### config.mk
export PLATFORM = sky130hd
export DESIGN_NAME = digital_lock_multi
export DESIGN_NICKNAME = d
export VERILOG_FILES = /design/src/rtl/digital_lock_multi.sv
export SDC_FILE = /design/constraint.sdc
export NUM_CORES = 1
export LEC_CHECK = 0
export ABC_AREA = 1
export CORE_ASPECT_RATIO = 0.5
export CORE_MARGIN = 5
export CORE_UTILIZATION = 35
export DETAILED_ROUTE_END_ITERATION = 12
export PLACE_DENSITY = 0.65
export SYNTH_ARGS = -nofsm -noshare
export SYNTH_HDL_FRONTEND = slang
export SYNTH_SLANG_ARGS = --single-unit
### constraint.sdc
create_clock -name clk -period 2 [get_ports clk]
set_clock_uncertainty 0.2 [all_clocks]
set_input_delay 0.4 -clock clk [delete_from_list [all_inputs] [get_ports clk]]
set_output_delay 0.4 -clock clk [all_outputs]
set_load 0.05 [all_outputs]
### src/rtl/digital_lock_multi.sv
// Multi-digit keypad lock: IDLE/UNLOCKED/FAIL/LOCKOUT FSM with failed-try counting,
// timed lockout and optional auto-relock. Define LOCK_PROG_EN to make the code reprogrammable.
module digital_lock_multi #(
  parameter int DIGIT_W = 4,
  parameter int CODE_LEN = 4,
  parameter logic [DIGIT_W*CODE_LEN-1:0] DEFAULT_CODE = 16'hA5C3,
  parameter int MAX_TRIES = 3,
  parameter int LOCKOUT_CYCLES = 16,
  parameter int RELOCK_CYCLES = 0,
  localparam int TW = $clog2(MAX_TRIES+1)
) (
  input  logic               clk,
  input  logic               reset,
  input  logic               digit_valid,
  input  logic [DIGIT_W-1:0] digit,
  input  logic               try_again,
  input  logic               relock,
`ifdef LOCK_PROG_EN
  input  logic               prog_en,
`endif
  output logic               led_output,
  output logic               fail,
  output logic               lockout,
  output logic [TW-1:0]      tries_left
);
  localparam int CW = DIGIT_W*CODE_LEN;
  localparam int NW = $clog2(CODE_LEN+1);
  localparam int LW = (LOCKOUT_CYCLES > 1) ? $clog2(LOCKOUT_CYCLES) : 1;
  localparam int RW = (RELOCK_CYCLES > 1) ? $clog2(RELOCK_CYCLES) : 1;

  typedef enum logic [1:0] {S_IDLE, S_UNLOCKED, S_FAIL, S_LOCKOUT} state_e;

  state_e          state_q, state_d;
  logic [CW-1:0]   buf_q, buf_d, buf_nxt, code_cur;
  logic [NW-1:0]   cnt_q, cnt_d;
  logic [TW-1:0]   tries_d;
  logic [LW-1:0]   lk_q, lk_d;
  logic [RW-1:0]   rt_q, rt_d;
  logic            last, rt_expire;

  assign buf_nxt   = (buf_q << DIGIT_W) | CW'(digit);
  assign last      = (cnt_q == NW'(CODE_LEN-1));
  assign rt_expire = (RELOCK_CYCLES > 0) && (rt_q == '0);

`ifdef LOCK_PROG_EN
  logic [CW-1:0] code_q, code_d, sh_q, sh_d, sh_nxt;
  logic [NW-1:0] scnt_q, scnt_d;
  assign sh_nxt   = (sh_q << DIGIT_W) | CW'(digit);
  assign code_cur = code_q;
`else
  assign code_cur = DEFAULT_CODE;
`endif

  always_comb begin
    state_d = state_q;
    buf_d   = buf_q;
    cnt_d   = cnt_q;
    tries_d = tries_left;
    lk_d    = lk_q;
    rt_d    = rt_q;
`ifdef LOCK_PROG_EN
    code_d  = code_q;
    sh_d    = sh_q;
    scnt_d  = scnt_q;
`endif
    case (state_q)
      S_IDLE: begin
        if (try_again) begin
          buf_d = '0;
          cnt_d = '0;
        end else if (digit_valid) begin
          if (last) begin
            // Compare includes the digit being accepted on this edge.
            buf_d = '0;
            cnt_d = '0;
            if (buf_nxt == code_cur) begin
              state_d = S_UNLOCKED;
              tries_d = TW'(MAX_TRIES);
              rt_d    = RW'(RELOCK_CYCLES-1);
            end else if (tries_left > TW'(1)) begin
              state_d = S_FAIL;
              tries_d = tries_left - TW'(1);
            end else begin
              state_d = S_LOCKOUT;
              tries_d = '0;
              lk_d    = LW'(LOCKOUT_CYCLES-1);
            end
          end else begin
            buf_d = buf_nxt;
            cnt_d = cnt_q + NW'(1);
          end
        end
      end
      S_FAIL: begin
        if (try_again) begin
          state_d = S_IDLE;
          buf_d   = '0;
          cnt_d   = '0;
        end
      end
      S_LOCKOUT: begin
        if (lk_q == '0) begin
          state_d = S_IDLE;
          tries_d = TW'(MAX_TRIES);
        end else begin
          lk_d = lk_q - LW'(1);
        end
      end
      S_UNLOCKED: begin
        if (relock || rt_expire) state_d = S_IDLE;
        else if (RELOCK_CYCLES > 0) rt_d = rt_q - RW'(1);
`ifdef LOCK_PROG_EN
        if (state_d != S_UNLOCKED || !prog_en) begin
          sh_d   = '0;
          scnt_d = '0;
        end else if (digit_valid) begin
          if (scnt_q == NW'(CODE_LEN-1)) begin
            code_d = sh_nxt;
            sh_d   = '0;
            scnt_d = '0;
            rt_d   = RW'(RELOCK_CYCLES-1);
          end else begin
            sh_d   = sh_nxt;
            scnt_d = scnt_q + NW'(1);
          end
        end
`endif
      end
      default: state_d = S_IDLE;
    endcase
  end

  always_ff @(posedge clk or negedge reset) begin
    if (!reset) begin
      state_q    <= S_IDLE;
      buf_q      <= '0;
      cnt_q      <= '0;
      lk_q       <= '0;
      rt_q       <= '0;
      tries_left <= TW'(MAX_TRIES);
      led_output <= 1'b0;
      fail       <= 1'b0;
      lockout    <= 1'b0;
    end else begin
      state_q    <= state_d;
      buf_q      <= buf_d;
      cnt_q      <= cnt_d;
      lk_q       <= lk_d;
      rt_q       <= rt_d;
      tries_left <= tries_d;
      led_output <= (state_d == S_UNLOCKED);
      fail       <= (state_d == S_FAIL);
      lockout    <= (state_d == S_LOCKOUT);
    end
  end

`ifdef LOCK_PROG_EN
  always_ff @(posedge clk or negedge reset) begin
    if (!reset) begin
      code_q <= DEFAULT_CODE;
      sh_q   <= '0;
      scnt_q <= '0;
    end else begin
      code_q <= code_d;
      sh_q   <= sh_d;
      scnt_q <= scnt_d;
    end
  end
`endif
endmodule

Yosys cells after proc, flatten, opt, wreduce, memory -nomap -nowiden
Index checks and enable logic that the tools add are counted.

cells by class
  mux-type cells = 33
  add/sub/neg operators = 3
  bitwise operators = 1
  magnitude comparators = 1
  equal/unequal tests = 17
  reductions and logical operators = 7

operators by type and width
  operator                                            count
  two-way mux 12 bit                                  4
  two-way mux 2 bit                                   13
  two-way mux 4 bit                                   6
  one-hot mux 12 bit (2 select lines)                 1
  == test 16 bit, second input constant               1
  != test 2 bit, second input constant                8
  bitwise OR 16 x 4 -> 16 bit                         1
  two-way mux 3 bit                                   4
  == test 2 bit, second input constant                4
  one-hot mux 2 bit (4 select lines)                  1
  one-hot mux 4 bit (2 select lines)                  1
  AND reduction 7 bit                                 1
  one-hot mux 3 bit (2 select lines)                  1
  AND reduction 5 bit                                 1
  == test 2 x 1 -> 1 bit, second input constant       2
  logical NOT 4 bit                                   1
  one-hot mux 2 bit (2 select lines)                  1
  nonzero test 2 bit                                  2
  subtractor 4 x 1 -> 4 bit, second input constant    1
  adder 3 x 1 -> 3 bit, second input constant         1
  == test 3 x 2 -> 1 bit, second input constant       1
  != test 3 bit, second input constant                1
  AND reduction 3 bit                                 1
  > comparator 2 x 1 -> 1 bit, second input constant  1
  3 further kinds                                     3

storage, ports and cells
  output and inout bits = 5
  bits in registers = 26

Longest topological paths before layout
Gate-level depths: netlist of run 1.

  depth in word-level cells = 8
  mapped depth = 10
  gate-level depth less buffers = 10

Worst setup path after synthesis of run 1
Ideal clock, no wire load.

  path kind = register -> register
  from = register lk_q[0]
  to = register lk_q[2]
  period minus slack after synthesis = 1.520 ns
  cell stages (with the launch flop) = 11
  path buffers = 0
  setup time = 0.116 ns
  arrival = 1.203 ns
  slack = 0.480 ns
  required time = 1.684 ns
  cells stage by stage = dfrtp_1 inv_1 ha_1 nand2_1 nor2_1 nand2_1 nand2_1 nor2_2 nand3_2 nand2_1 nand2_1

between the ends
  longest elaborated chain between the ends = 3
  elaborated cells between the ends (all ways) = 6
  those cells by class = 1 x add/sub; 1 x eq/ne; 2 x mux; 2 x reduce/logical

ends and longest elaborated chain
  item                                                                              RTL line  RTL
  start, declared                                                                   37        logic [LW-1:0] lk_q, lk_d;
  start signal, assigned                                                            148       lk_q <= lk_d;
  subtractor 4 x 1 -> 4 bit / logical NOT 4 bit (equally long branches)             106, 102
  two-way mux 4 bit / != test 2 bit (equally long branches)                         -
  one-hot mux 4 bit (2 select lines) / AND reduction 7 bit (equally long branches)  -

Parallel ways exist; a longest one is shown, timed or not. The select of a mux whose other input is x is not followed.
A chain may end at the register's enable or synchronous reset.

Final worst setup path of run 1
  from = input port digit_valid
  to = register lk_q[2]

between the ends
  longest elaborated chain between the ends = 2

ends and longest elaborated chain
  item                                  RTL line  RTL
  start, declared                       14        input logic digit_valid,
  != test 2 bit (no source line)        -
  AND reduction 7 bit (no source line)  -

Every way passes these cells.

==> run_results.csv, run 1 <==
group,metric,value,unit
outcome,status,"complete, no violations",
sta,fin_crit,1.77,ns
worst_setup_path,crit_chain,"clkdlybuf4s50_1, inv_1, nor2_1, nand2_1, nand2_1, nand2_1, nor2_2, nand3_2, nand2_1, nand2_1",
floorplanning,core_area,3510,um^2
worst_setup_path,slowest_delay,0.45,ns
global_routing,grtUsageTotal,0.117,
clock_network,postCtsSetupBuffers,0,
synthesis,synth_seq_area_share,0.500,
placement,gp_congestion,0.806,
synthesis,synth-seq-cells,26,
placement,place_hpwl,1960,um
sta,tightest_slew,0.334,ns
finish,mostFrequentLayoutCells,"nand2_1 (42), inv_1 (33), dfrtp_1 (24), nor2_1 (16), nand3_1 (14)",
routing,wl,2480,um
worst_setup_path,cp-start-kind,"input port",
placement,placed_area,1550,um^2
routing,drt_iter0_drc,49,
global_routing,grt_pass1_vias,1017,
floorplanning,rows,15,
finish,seqCellArea,653,um^2
routing,wl_per_cell,10.3,um
worst_setup_path,path_common_cell,"nand2_1",
clock_network,insertion_delay,0.27,ns
worst_setup_path,rrSetupSlack,0.26,ns
worst_setup_path,endpoint_kind,"flop",
clock_network,cts_buffer_depth,2,
finish,fillers,355,
finish,post-route-cell-area,1620,um^2
sta,hold_viol_final,0,
worst_setup_path,critical_path_class,"input port to flop",
hold_path,hold_class,"input port to async pin",
synthesis,syn_area,1310,um^2
clock_network,cts.htree.levels,1,
global_routing,antenna_found_initial,0,
sta,period_share,0.886,
global_routing,grt_overflow,0,
finish,multiInputGateArea,509,um^2
finish,area_delta_synth_final,24.4,%
finish,final_common_cell,"nand2_1",
routing,detail-route-antenna-nets,0,
routing,drc_errors,0,
floorplanning,die_w,96.4,um
finish,fin_util,0.463,
global_routing,grt_pass1_wl,4560,um
synthesis,syn_area_per_cell,7.86,um^2
worst_setup_path,reg2reg_from,"lk_q[0]",
floorplanning,start_util,0.372,
routing,vias,1078,
clock_network,root_buffer,"clkbuf_8",
placement,io_buffer_count,13,
finish,fin_nets,201,
synthesis,ys_types,22,
routing,first_pass_iters,4,
sta,setup_viol_count_final,0,
floorplanning,dieArea,5120,um^2
pwr,p_leak,0.000842,uW
global_routing,grt_start_max_net_pins,27,
clock_network,cts_resized,0,
floorplanning,dieHeight,53.2,um
sta,slew_viol_final,0,
synthesis,synthesis.nets,177,
worst_setup_path,crit_path_max_fanout,5,
sta,max_clock_freq,0.564,GHz
clock_network,clkSinkCount,26,
worst_setup_path,crit_required,1.97,ns
worst_setup_path,r2r.worst_path.cells,10,
clock_network,hold_buffers,0,
worst_setup_path,rr_endpoint,"lk_q[2]",
pwr,p_total,1630,uW
synthesis,synthCells,166,
worst_setup_path,cp.arrival,1.75,ns
finish,drive_above_1_share,0.132,
synthesis,ys_warn_count,0,
sta,relSlewSlack,0.777,
pwr,powerDensity,1000,nW/um^2
clock_network,cts_buffers,3,
floorplanning,boundaryPins,14,
worst_setup_path,cp_slowest_cell,"clkdlybuf4s50_1",
pwr,vdd_drop_max,0.289,mV
routing,viasPerCell,4.49,
clock_network,cts_tree,"done",
clock_network,cts.clk_slew.worst_paths,0.09,ns
sta,rsz0062_at_grt,"no",
finish,antenna_cells,0,
flow_run,max_cap_viol_count,0,
-- cells in the mapped netlist (all sizes together) --
cell type | n | area (um^2)
buf | 1 | 11.3
o211ai | 1 | 7.51
o22ai | 6 | 37.5
or2 | 1 | 6.26
a21oi | 3 | 15.0
ha | 2 | 25.0
nand2 | 42 | 158
dfrtp | 24 | 601
mux2i | 1 | 10.0
o21ai | 9 | 56.3
nor3 | 2 | 10.0
inv | 35 | 131
dfstp | 2 | 52.6
nand4 | 3 | 18.8
a21boi | 1 | 7.51
nor2 | 18 | 77.6
nand3 | 15 | 80.1
-- sequential cells by signal, indices dropped and copies added, names as in the netlist --
name	cells
lk_q	4
led_output	1
fail	1
cnt_q	3
state_q	2
tries_left	2
lockout	1
buf_q	12
-- worst max-delay path, delay by kind of cell --
family / cells / cell delay, ns
and+or+nand+nor: 8 / 0.85
buffers and inverters: 2 / 0.49
-- final cells by class --
cell class / count / area share
clock buffer: 3 / 0.0254
clock inverter: 1 / 0.0185
inverter: 35 / 0.0809
multi-input combinational: 104 / 0.314
sequential: 26 / 0.402
tap: 51 / 0.0393
timing repair buffer: 20 / 0.120
-- metal layers --
layer  share of wire  global-route usage  vias up
li1                -                   -      563
met1            0.52               0.167      494
met2            0.43               0.177       17
met3           0.036              0.0313        4
met4           0.012              0.0279        0
met5               0                   0        -
-- through the flow --
step           setup slack (ns)  TNS, ns  hold WS [ns]  instances
6_report                  0.227        0         0.285        240
5_1_grt                  0.0952        0         0.312        240
4_1_cts                   0.238        0         0.295        240
3_5_place_dp            -0.0417  -0.0702         0.282        236
3_3_place_gp             0.0463        0         0.273        236
2_1_floorplan             0.480        0       -0.0956        166
-- power by group --
part           internal, uW  switching [uW]  total [uW]
registers               634            79.4         713
logic                   202             281         483
clock network           268             168         436
total                  1100             529        1630
-- kinds of logic (layout without fill, tap and decap cells) --
logic type                 Yosys count  in the layout  share of synthesized area
and+or+nand+nor                     81             81                      0.268
buffers and inverters               36             59                      0.109
DFF                                 26             26                      0.500
AOI/OAI and AO/OA                   20             20                     0.0949
adders and majority gates            2              2                     0.0192
muxes                                1              1                    0.00767
-- how the worst max path moves through the flow --
stage          endpoint  cells after the start  slack [ns]         from
2_1_floorplan   lk_q[2]                     10        0.48      lk_q[0]
3_3_place_gp    lk_q[2]                     10        0.05  digit_valid
3_5_place_dp    lk_q[2]                     10       -0.04  digit_valid
4_1_cts         lk_q[2]                     10        0.24  digit_valid
5_1_grt         lk_q[1]                     10         0.1  digit_valid
6_report        lk_q[2]                     10        0.23  digit_valid
Power figures use the tool's default switching activity.
==> run 2: changes to the inputs <==
--- a/config.mk
+++ b/config.mk
@@ -10,7 +10,8 @@
 export CORE_MARGIN = 5
 export CORE_UTILIZATION = 35
 export DETAILED_ROUTE_END_ITERATION = 12
-export PLACE_DENSITY = 0.65
+export MAX_ROUTING_LAYER = met4
+export PLACE_DENSITY = 0.67
 export SYNTH_ARGS = -nofsm -noshare
 export SYNTH_HDL_FRONTEND = slang
 export SYNTH_SLANG_ARGS = --single-unit
==> constraint.sdc (replaced) <==
create_clock -name clk -period 1.6 [get_ports clk]
set_clock_uncertainty 0.2 [all_clocks]
set_input_delay 0.32 -clock clk [delete_from_list [all_inputs] [get_ports clk]]
set_output_delay 0.32 -clock clk [all_outputs]
set_load 0.05 [all_outputs]
==> run_results.csv, run 2 (synthesized netlist as in run 1, its figures left out) <==
group,metric,value,unit
outcome,status,"complete, no violations",
sta,relSlewSlack,0.839,
sta,max_clock_freq,0.641,GHz
floorplanning,dieHeight,53.2,um
floorplanning,die_w,96.4,um
finish,largest_register,"buf_q",
global_routing,grt-busiest-layer,"met2",
placement,placed_area,1660,um^2
floorplanning,dieArea,5120,um^2
placement,place_hpwl,2010,um
routing,detail-route-antenna-nets,0,
pwr,vdd_drop_max,0.377,mV
clock_network,cts.clk_slew.worst_paths,0.09,ns
sta,fin_crit,1.56,ns
routing,viasPerCell,4.63,
floorplanning,rows,15,
pwr,pwr-share-comb,0.362,
global_routing,grtUsageMet3,0.0298,
hold_path,hold_class,"input port to async pin",
finish,post-route-cell-area,1830,um^2
flow_run,max_cap_viol_count,0,
finish,fin_util,0.522,
clock_network,root_buffer,"clkbuf_8",
worst_setup_path,critical_path_class,"flop to flop",
global_routing,gr-usage-met1,0.155,
clock_network,hold_buffers,0,
pwr,p_seq_frac,0.398,
finish,antenna_cells,0,
sta,holdWs,0.193,ns
global_routing,grt_pass1_vias,1079,
worst_setup_path,endpoint_kind,"flop",
worst_setup_path,cp.arrival,1.53,ns
routing,vias,1167,
clock_network,cts_buffers,3,
sta,slew_viol_final,0,
global_routing,grt_pass1_wl,4680,um
global_routing,antenna_found_initial,0,
placement,gp_congestion,0.799,
global_routing,grt_overflow,0,
pwr,clkPwrFrac,0.240,
worst_setup_path,cp-start-kind,"flop",
floorplanning,boundaryPins,14,
routing,first_pass_iters,4,
pwr,powerDensity,1230,nW/um^2
pwr,power.internal,1520,uW
finish,reg.largest.list,"buf_q (12), lk_q (4), cnt_q (3)",
clock_network,cts_tree,"done",
floorplanning,core_area,3510,um^2
finish,largest_reg_flops,12,
clock_network,cts.htree.levels,1,
sta,hold_viol_final,0,
worst_setup_path,crit_path_max_fanout,5,
finish,mostFrequentLayoutCells,"nand2_1 (36), inv_1 (31), dfrtp_1 (24), buf_4 (17), nand3_1 (14)",
global_routing,met2_usage,0.205,
clock_network,insertion_delay,0.27,ns
pwr,power_switching,738,uW
sta,period_share,0.975,
global_routing,grtUsageTotal,0.124,
clock_network,cts_buffer_depth,2,
worst_setup_path,crit_required,1.57,ns
routing,wl,2790,um
sta,setup_viol_count_final,0,
pwr,p_sw_frac,0.326,
finish,fin_nets,213,
sta,tightest_slew,0.240,ns
finish,area_delta_synth_final,40.4,%
routing,drc_errors,0,
finish,final_common_cell,"nand2_1",
finish,drive_above_1_share,0.254,
floorplanning,start_util,0.372,
pwr,p_leak,0.000914,uW
sta,rsz0062_at_grt,"yes",
routing,drt_iter0_drc,42,
placement,io_buffer_count,13,
global_routing,grt_start_max_net_pins,27,
clock_network,clkSinkCount,26,
routing,wl_per_cell,11.1,um
run 2: path summary, 6_finish.rpt:
path	from	endpoint	slack, ns	cells past startpoint
worst max-delay path	lk_q[1]	lk_q[1]	0.04	10
worst min-delay path	reset	buf_q[7]	0.19	2
worst max register to register	lk_q[1]	lk_q[1]	0.04	10
worst min register to register	buf_q[11]	buf_q[11]	0.33	2
max in group asynchronous	reset	tries_left[0]	0.78	2
min in group clk	buf_q[11]	buf_q[11]	0.33	2
run 2: power by group through the flow:
stage          Clock (uW)  Sequential, uW  Combinational, uW
2_1_floorplan           0             968                316
3_3_place_gp            0             902                669
3_5_place_dp            0             910                689
4_1_cts               550             899                729
5_1_grt               591             921                903
6_report              543             901                818
run 2: what timing repair did:
item	CTS	global route
buffers inserted	1	4
pin swaps	5	8
hold endpoints to repair	0	0
endpoints found under the setup margin	4	14
gates resized for setup	6	12
run 2: critical path: stages (launching register included):
cell	delay, ns
dfrtp_1	0.38
inv_1	0.08
ha_4	0.17
nand2_2	0.06
nor2_1	0.04
nand2_1	0.11
nand2_2	0.08
nor2_4	0.13
nand3_2	0.10
nand2_1	0.07
nand2_1	0.05
run 2: per-stage QoR:
step	worst slack, ns	TNS [ns]	power, uW	instances
floorplan	0.0805	0	1280	166
detailed placement	-0.321	-5.76	1600	243
global placement	-0.278	-5.08	1570	243
global route	-0.0547	-0.178	2420	252
finish	0.0404	0	2260	252
CTS	0.00109	0	2180	248
run 2: layer usage:
layer | vias up | part of all wire
li1 | 589 | -
met1 | 556 | 0.48
met4 | 0 | 0.0054
met5 | - | 0
met3 | 3 | 0.027
met2 | 19 | 0.49
run 2: cell type report:
cell class	count	area [um^2]
well taps	51	63.8
multi-input cells	104	564
inverters	35	131
repair buffers	32	348
flip-flops and latches	26	653
clock inverters	1	30.0
fillers	348	1680
clock buffers	3	41.3
==> run 3: changes to the inputs <==
--- a/config.mk
+++ b/config.mk
@@ -10,8 +10,10 @@
 export CORE_MARGIN = 5
 export CORE_UTILIZATION = 35
 export DETAILED_ROUTE_END_ITERATION = 12
+export GPL_ROUTABILITY_DRIVEN = 0
 export MAX_ROUTING_LAYER = met4
 export PLACE_DENSITY = 0.67
+export SLEW_MARGIN = 20
 export SYNTH_ARGS = -nofsm -noshare
 export SYNTH_HDL_FRONTEND = slang
 export SYNTH_SLANG_ARGS = --single-unit
==> results of run 3 <==
Same layout as run 2: the final DEF is identical, and so are final timing and power.
